**config.mk**
```make
export PLATFORM = sky130hd
export DESIGN_NAME = key_event_arbiter_flat
export DESIGN_NICKNAME = d
export VERILOG_FILES = /design/src/rtl/key_event_arbiter_if.sv /design/src/rtl/key_event_arbiter.sv /design/src/flat_wrapper.sv
export SDC_FILE = /design/constraint.sdc
export NUM_CORES = 1
export LEC_CHECK = 0
export ABC_AREA = 1
export BUFFER_PORTS_ARGS = -buffer_cell sky130_fd_sc_hd__buf_2
export CORE_MARGIN = 2
export CORE_UTILIZATION = 60
export CTS_CLUSTER_DIAMETER = 150
export DETAILED_ROUTE_END_ITERATION = 8
export PLACE_DENSITY = 0.9
export SYNTH_ARGS = -nofsm -noshare
export SYNTH_HDL_FRONTEND = slang
export SYNTH_SLANG_ARGS = --single-unit
```
**constraint.sdc**
```tcl
create_clock -name clk -period 5.5 [get_ports clk]
set_input_delay 1.1 -clock clk [delete_from_list [all_inputs] [get_ports clk]]
set_output_delay 1.1 -clock clk [all_outputs]
set_load 0.02 [all_outputs]
```
**src/rtl/key_event_arbiter_if.sv**
```systemverilog
// Event port between the key arbiter and its consumer: valid/ready handshake
// carrying the index of the channel whose press is being reported.
interface key_event_arbiter_if #(
  parameter int N = 4
);
  localparam int ID_W = $clog2(N);

  logic            event_valid;
  logic [ID_W-1:0] event_id;
  logic            event_ready;

  modport master (output event_valid, output event_id, input event_ready);
  modport slave  (input event_valid, input event_id, output event_ready);
endinterface

```
**src/rtl/key_event_arbiter.sv**
```systemverilog
// Pushbutton front end: per-channel synchronizer and debouncer, press-edge
// latching into pending bits, and round-robin serialisation onto one event port.
module key_event_arbiter #(
  parameter int N               = 4,
  parameter int DEBOUNCE_CYCLES = 16
) (
  input  logic                  clk,
  input  logic                  reset,
  input  logic [N-1:0]          keys_in,
  output logic [N-1:0]          overrun,
  input  logic                  clear_overrun,
  key_event_arbiter_if.master   ev
);
  localparam int ID_W  = $clog2(N);
  localparam int CNT_W = $clog2(DEBOUNCE_CYCLES);
  localparam logic [CNT_W-1:0] CNT_MAX = CNT_W'(DEBOUNCE_CYCLES - 1);
  localparam logic [ID_W-1:0]  ID_MAX  = ID_W'(N - 1);

  logic [N-1:0]     sync1_q, sync2_q;
  logic [N-1:0]     stable_q, stable_d;
  logic [CNT_W-1:0] cnt_q [N];
  logic [CNT_W-1:0] cnt_d [N];
  logic [N-1:0]     pending_q, pending_d;
  logic [N-1:0]     overrun_q, overrun_d;
  logic [ID_W-1:0]  rr_ptr_q, rr_ptr_d;
  logic             valid_q, valid_d;
  logic [ID_W-1:0]  id_q, id_d;

  logic [N-1:0]     rise;
  logic             slot_free;
  logic             grant_found;
  logic [ID_W-1:0]  grant_id;

  // NOTE: every always_comb output gets a default on entry so no path leaves
  // it unassigned; otherwise synthesis infers a latch to hold the old value.
  always_comb begin
    stable_d = stable_q;
    for (int i = 0; i < N; i++) begin
      cnt_d[i] = '0;
      if (sync2_q[i] != stable_q[i]) begin
        if (cnt_q[i] == CNT_MAX) stable_d[i] = sync2_q[i];
        else                     cnt_d[i]    = cnt_q[i] + 1'b1;
      end
    end
  end

  // Only a newly accepted high level counts as a press; releases are silent.
  assign rise = stable_d & ~stable_q;

  // Rotating priority scan starting at rr_ptr over the pre-edge pending bits.
  always_comb begin
    int idx;
    grant_found = 1'b0;
    grant_id    = '0;
    idx         = 0;
    for (int off = 0; off < N; off++) begin
      idx = int'(rr_ptr_q) + off;
      if (idx >= N) idx = idx - N;
      if (!grant_found && pending_q[idx]) begin
        grant_found = 1'b1;
        grant_id    = ID_W'(idx);
      end
    end
  end

  assign slot_free = !valid_q || ev.event_ready;

  always_comb begin
    pending_d = pending_q;
    valid_d   = valid_q;
    id_d      = id_q;
    rr_ptr_d  = rr_ptr_q;
    if (slot_free) begin
      if (grant_found) begin
        valid_d             = 1'b1;
        id_d                = grant_id;
        pending_d[grant_id] = 1'b0;
        rr_ptr_d            = (grant_id == ID_MAX) ? '0 : grant_id + 1'b1;
      end else begin
        valid_d = 1'b0;
      end
    end
    // Applied after the grant clear so a press landing on its own grant edge stays pending.
    pending_d = pending_d | rise;

    overrun_d = clear_overrun ? '0 : overrun_q;
    overrun_d = overrun_d | (rise & pending_q);
  end

  // NOTE: state registers use non-blocking assignments so every flop samples
  // pre-edge values; the two synchronizer stages depend on this ordering.
  // NOTE: the debounce counter array is reset along with the rest of the state
  // because a stale count would shorten the first debounce after reset.
  always_ff @(posedge clk or negedge reset) begin
    if (!reset) begin
      sync1_q   <= '0;
      sync2_q   <= '0;
      stable_q  <= '0;
      for (int i = 0; i < N; i++) cnt_q[i] <= '0;
      pending_q <= '0;
      overrun_q <= '0;
      rr_ptr_q  <= '0;
      valid_q   <= 1'b0;
      id_q      <= '0;
    end else begin
      sync1_q   <= keys_in;
      sync2_q   <= sync1_q;
      stable_q  <= stable_d;
      for (int i = 0; i < N; i++) cnt_q[i] <= cnt_d[i];
      pending_q <= pending_d;
      overrun_q <= overrun_d;
      rr_ptr_q  <= rr_ptr_d;
      valid_q   <= valid_d;
      id_q      <= id_d;
    end
  end

  assign ev.event_valid = valid_q;
  assign ev.event_id    = id_q;
  assign overrun        = overrun_q;

endmodule
```
**src/flat_wrapper.sv**
```systemverilog
// flat-port wrapper written by rule: the top's interface ports become plain ports
module key_event_arbiter_flat 
#(
  parameter int N               = 4,
  parameter int DEBOUNCE_CYCLES = 16
)
  (clk, reset, keys_in, overrun, clear_overrun, ev_event_valid, ev_event_id, ev_event_ready);
  key_event_arbiter_if #(.N(N)) ev_i ();
  input  logic clk;
  input  logic reset;
  input  logic [N-1:0] keys_in;
  output logic [N-1:0] overrun;
  input  logic clear_overrun;
  output wire logic [$bits(ev_i.event_valid)-1:0] ev_event_valid;
  output wire logic [$bits(ev_i.event_id)-1:0] ev_event_id;
  input wire logic [$bits(ev_i.event_ready)-1:0] ev_event_ready;
  assign ev_event_valid = ev_i.event_valid;
  assign ev_event_id = ev_i.event_id;
  assign ev_i.event_ready = ev_event_ready;
  key_event_arbiter #(.N(N), .DEBOUNCE_CYCLES(DEBOUNCE_CYCLES)) u_core (.clk(clk), .reset(reset), .keys_in(keys_in), .overrun(overrun), .clear_overrun(clear_overrun), .ev(ev_i));
endmodule
```
==> out/qor.txt <==
Max-Cap Viols = 0
Initial Util = 62.9%
Routed Antenna Nets = 0
CP max stage cell = dfrtp_1
clk root buf = clkbuf_4
switching pwr = 0.405 mW
Core Region = 3030 um^2
RR Endpoint = u_core.pending_q[3]
combinational share of power = 41.9%
count leader, synth = nand2_1
Starting DRT DRC Count = 154
CP max FO = 2
I/O Pins = 15
first-pass GRT wire length = 5860 um
CTS tree = built
Cell variety after synth = 22
#FFs+latches synth = 41
most frequent cells after synthesis = nand2_1 (53), dfrtp_1 (41), inv_1 (30)
# setup viols final = 0
cells after synthesis = 213
final hold vios = 0
postcts setup bufs = 0
CP required = 4400 ps
post-cts gate resize count = 0
pin count of the biggest net entering global routing = 42
Synth top area share = 53.9%
CTS sink count = 41
max-slew violations = 0
worst-path cell chain = buf_2
Peak Freq = 492 MHz
Die X = 60.3 um
Reg power frac = 37.9%
placed instance area = 2020 um^2
drt drc = 0
GR Overflow Total = 0
family with the most delay on the worst path = flip-flops
net count after synthesis = 229
Via Count = 1,376
worst r2r path cells = 12
drt via density = 4.95
slowest stage delay, CP = 410 ps
Power Total = 0.977 mW
share of cells above drive strength 1 = 14.5%
worst hold endpoint = u_core.sync2_q[3]
leakage = 1.09 nW
main area contributors after synthesis = dfrtp_1 (54%), nand2_1 (10%), inv_1 (5.9%)
Final Cell Area = 2100 um^2
Reg2Reg Launch Point = u_core.rr_ptr_q[0]
Least-Margin Pin Slew = 836 ps
clk buf depth = 2
CP endpoint kind = output pin
Post-synth EDFFs = 0
initial antenna violation count = 0
detailed-router iteration count before antenna repair = 4
Die Ht = 60.3 um
Num CTS Buffers = 5
Slew headroom = 44.3%
ys flop type = dfrtp_1
die area = 3640 um^2
wire per inst = 11.5 um
nets = 249
Setup crit start kind = register
R2R setup slack = 3530 ps
Total Routing Usage GR = 22.2%
Clock Latency Late Sink = 360 ps
P per Cell Area = 465 nW/um^2
setup_tns = 0 ps
warning count from the yosys run = 0
Yosys top cell by area = dfrtp_1
HP Class = reg2reg
ys async rst share = 100%
Hold Startpoint = u_core.sync1_q[3]
DP HPWL = 2310 um
Sw Ratio = 41.5%
status = finished, final reports clean
Peak VDD IR = 0.401 mV
Syn-to-layout area delta = 10.4%
critical path class = reg2out
Port Buffers = 14
power share of the clock group = 20.2%
register area share after synthesis = 53.9%
final wirelength = 3190 um
gpl congestion = 0.821
num rows = 20
sum of buffers and inverters on the critical path = 1
vias in the first global route = 1,422
crit path DAT = 930 ps
unrepaired setup endpoints after global routing = no
WHS Path Cells = 0
clk slew on worst S/H paths = 130 ps
crit share post-route = 36.9%
internal power = 0.572 mW
htree depth = 2
ANT cells = 0
Synth Cell Area = 1900 um^2
post-synthesis average cell area = 8.94 um^2
count of hold buffers inserted by post-cts repair = 0
Max Clock Skew = 8.91 ps
Tmin final = 2030 ps
## cell type report
class	instances	area [um^2]
fill	225	926
clock buffer	5	37.5
clock inverter	3	46.3
timing repair buffer	14	70.1
inverter	32	125
tap	44	55.1
sequential	41	1030
multi-input combinational	139	742
## through the flow
stage	util (%)	setup slack, ps	hold slack [ps]	cells
after floorplan	-	3750	331	213
after global placement	66.7	3510	335	270
after detailed placement	66.7	3500	342	270
after CTS	69.4	3450	375	278
after global routing	69.4	3300	378	278
final	69.4	3470	372	278
## cells in the final DEF (no fill, tap or decap), types with 2 or more instances in the layout
| master | count |
|---|---|
| nand2_1 | 53 |
| dfrtp_1 | 41 |
| inv_1 | 30 |
| nor2_1 | 18 |
| nand3_1 | 14 |
| o21ai_0 | 14 |
| buf_2 | 14 |
| ha_1 | 8 |
| xor2_1 | 5 |
| clkbuf_4 | 5 |
| nand2_2 | 4 |
| o22ai_1 | 4 |
| nand2_4 | 3 |
| a21oi_1 | 3 |
| and2_1 | 3 |
| inv_4 | 2 |
| nand4_1 | 2 |
| o21a_1 | 2 |
| o21ai_1 | 2 |
## metal layers
| layer | routed length, um | vias to the layer above | GRT usage (%) |
|---|---|---|---|
| li1 | - | 708 | - |
| met1 | 1400 | 626 | 26.3 |
| met2 | 1550 | 30 | 37.4 |
| met3 | 161 | 12 | 6.40 |
| met4 | 80 | 0 | 10.5 |
| met5 | 0 | - | 0 |
## logic make-up (layout without fill, tap and decap cells)
| family | count (synthesis) | after routing | synth area share, % |
|---|---|---|---|
| buf+inv | 33 | 54 | 7.16 |
| compound gates | 25 | 25 | 7.10 |
| simple gates | 100 | 100 | 23.8 |
| flops | 41 | 41 | 53.9 |
| xor+xnor | 6 | 6 | 2.76 |
| fa+ha+maj | 8 | 8 | 5.26 |
## power by group through the flow
stage,combinational (mW),sequential (mW),clock (mW)
floorplan,0.329,0.374,0
global placement,0.399,0.373,0
detailed placement,0.408,0.374,0
CTS,0.413,0.369,0.202
global route,0.479,0.376,0.218
finish,0.409,0.370,0.197
## worst max path at each step
stage,from,endpoint,depth (start not counted)
global placement,ev_event_ready,u_core.ev.event_id[1],7
CTS,u_core.ev.event_valid,ev_event_valid,1
global route,u_core.rr_ptr_q[0],u_core.pending_q[2],13
detailed placement,ev_event_ready,u_core.ev.event_id[1],7
floorplan,ev_event_ready,u_core.ev.event_id[1],6
finish,u_core.ev.event_id[0],ev_event_id[0],1
## sequential cells by signal, summed over array words and instances (netlist names)
register               cells
u_core.cnt_q              16
u_core.sync2_q             4
u_core.ev.event_valid      1
u_core.overrun             4
u_core.rr_ptr_q            2
u_core.stable_q            4
u_core.ev.event_id         2
u_core.sync1_q             4
u_core.pending_q           4
Note: power is estimated with default switching activity, not from simulation.
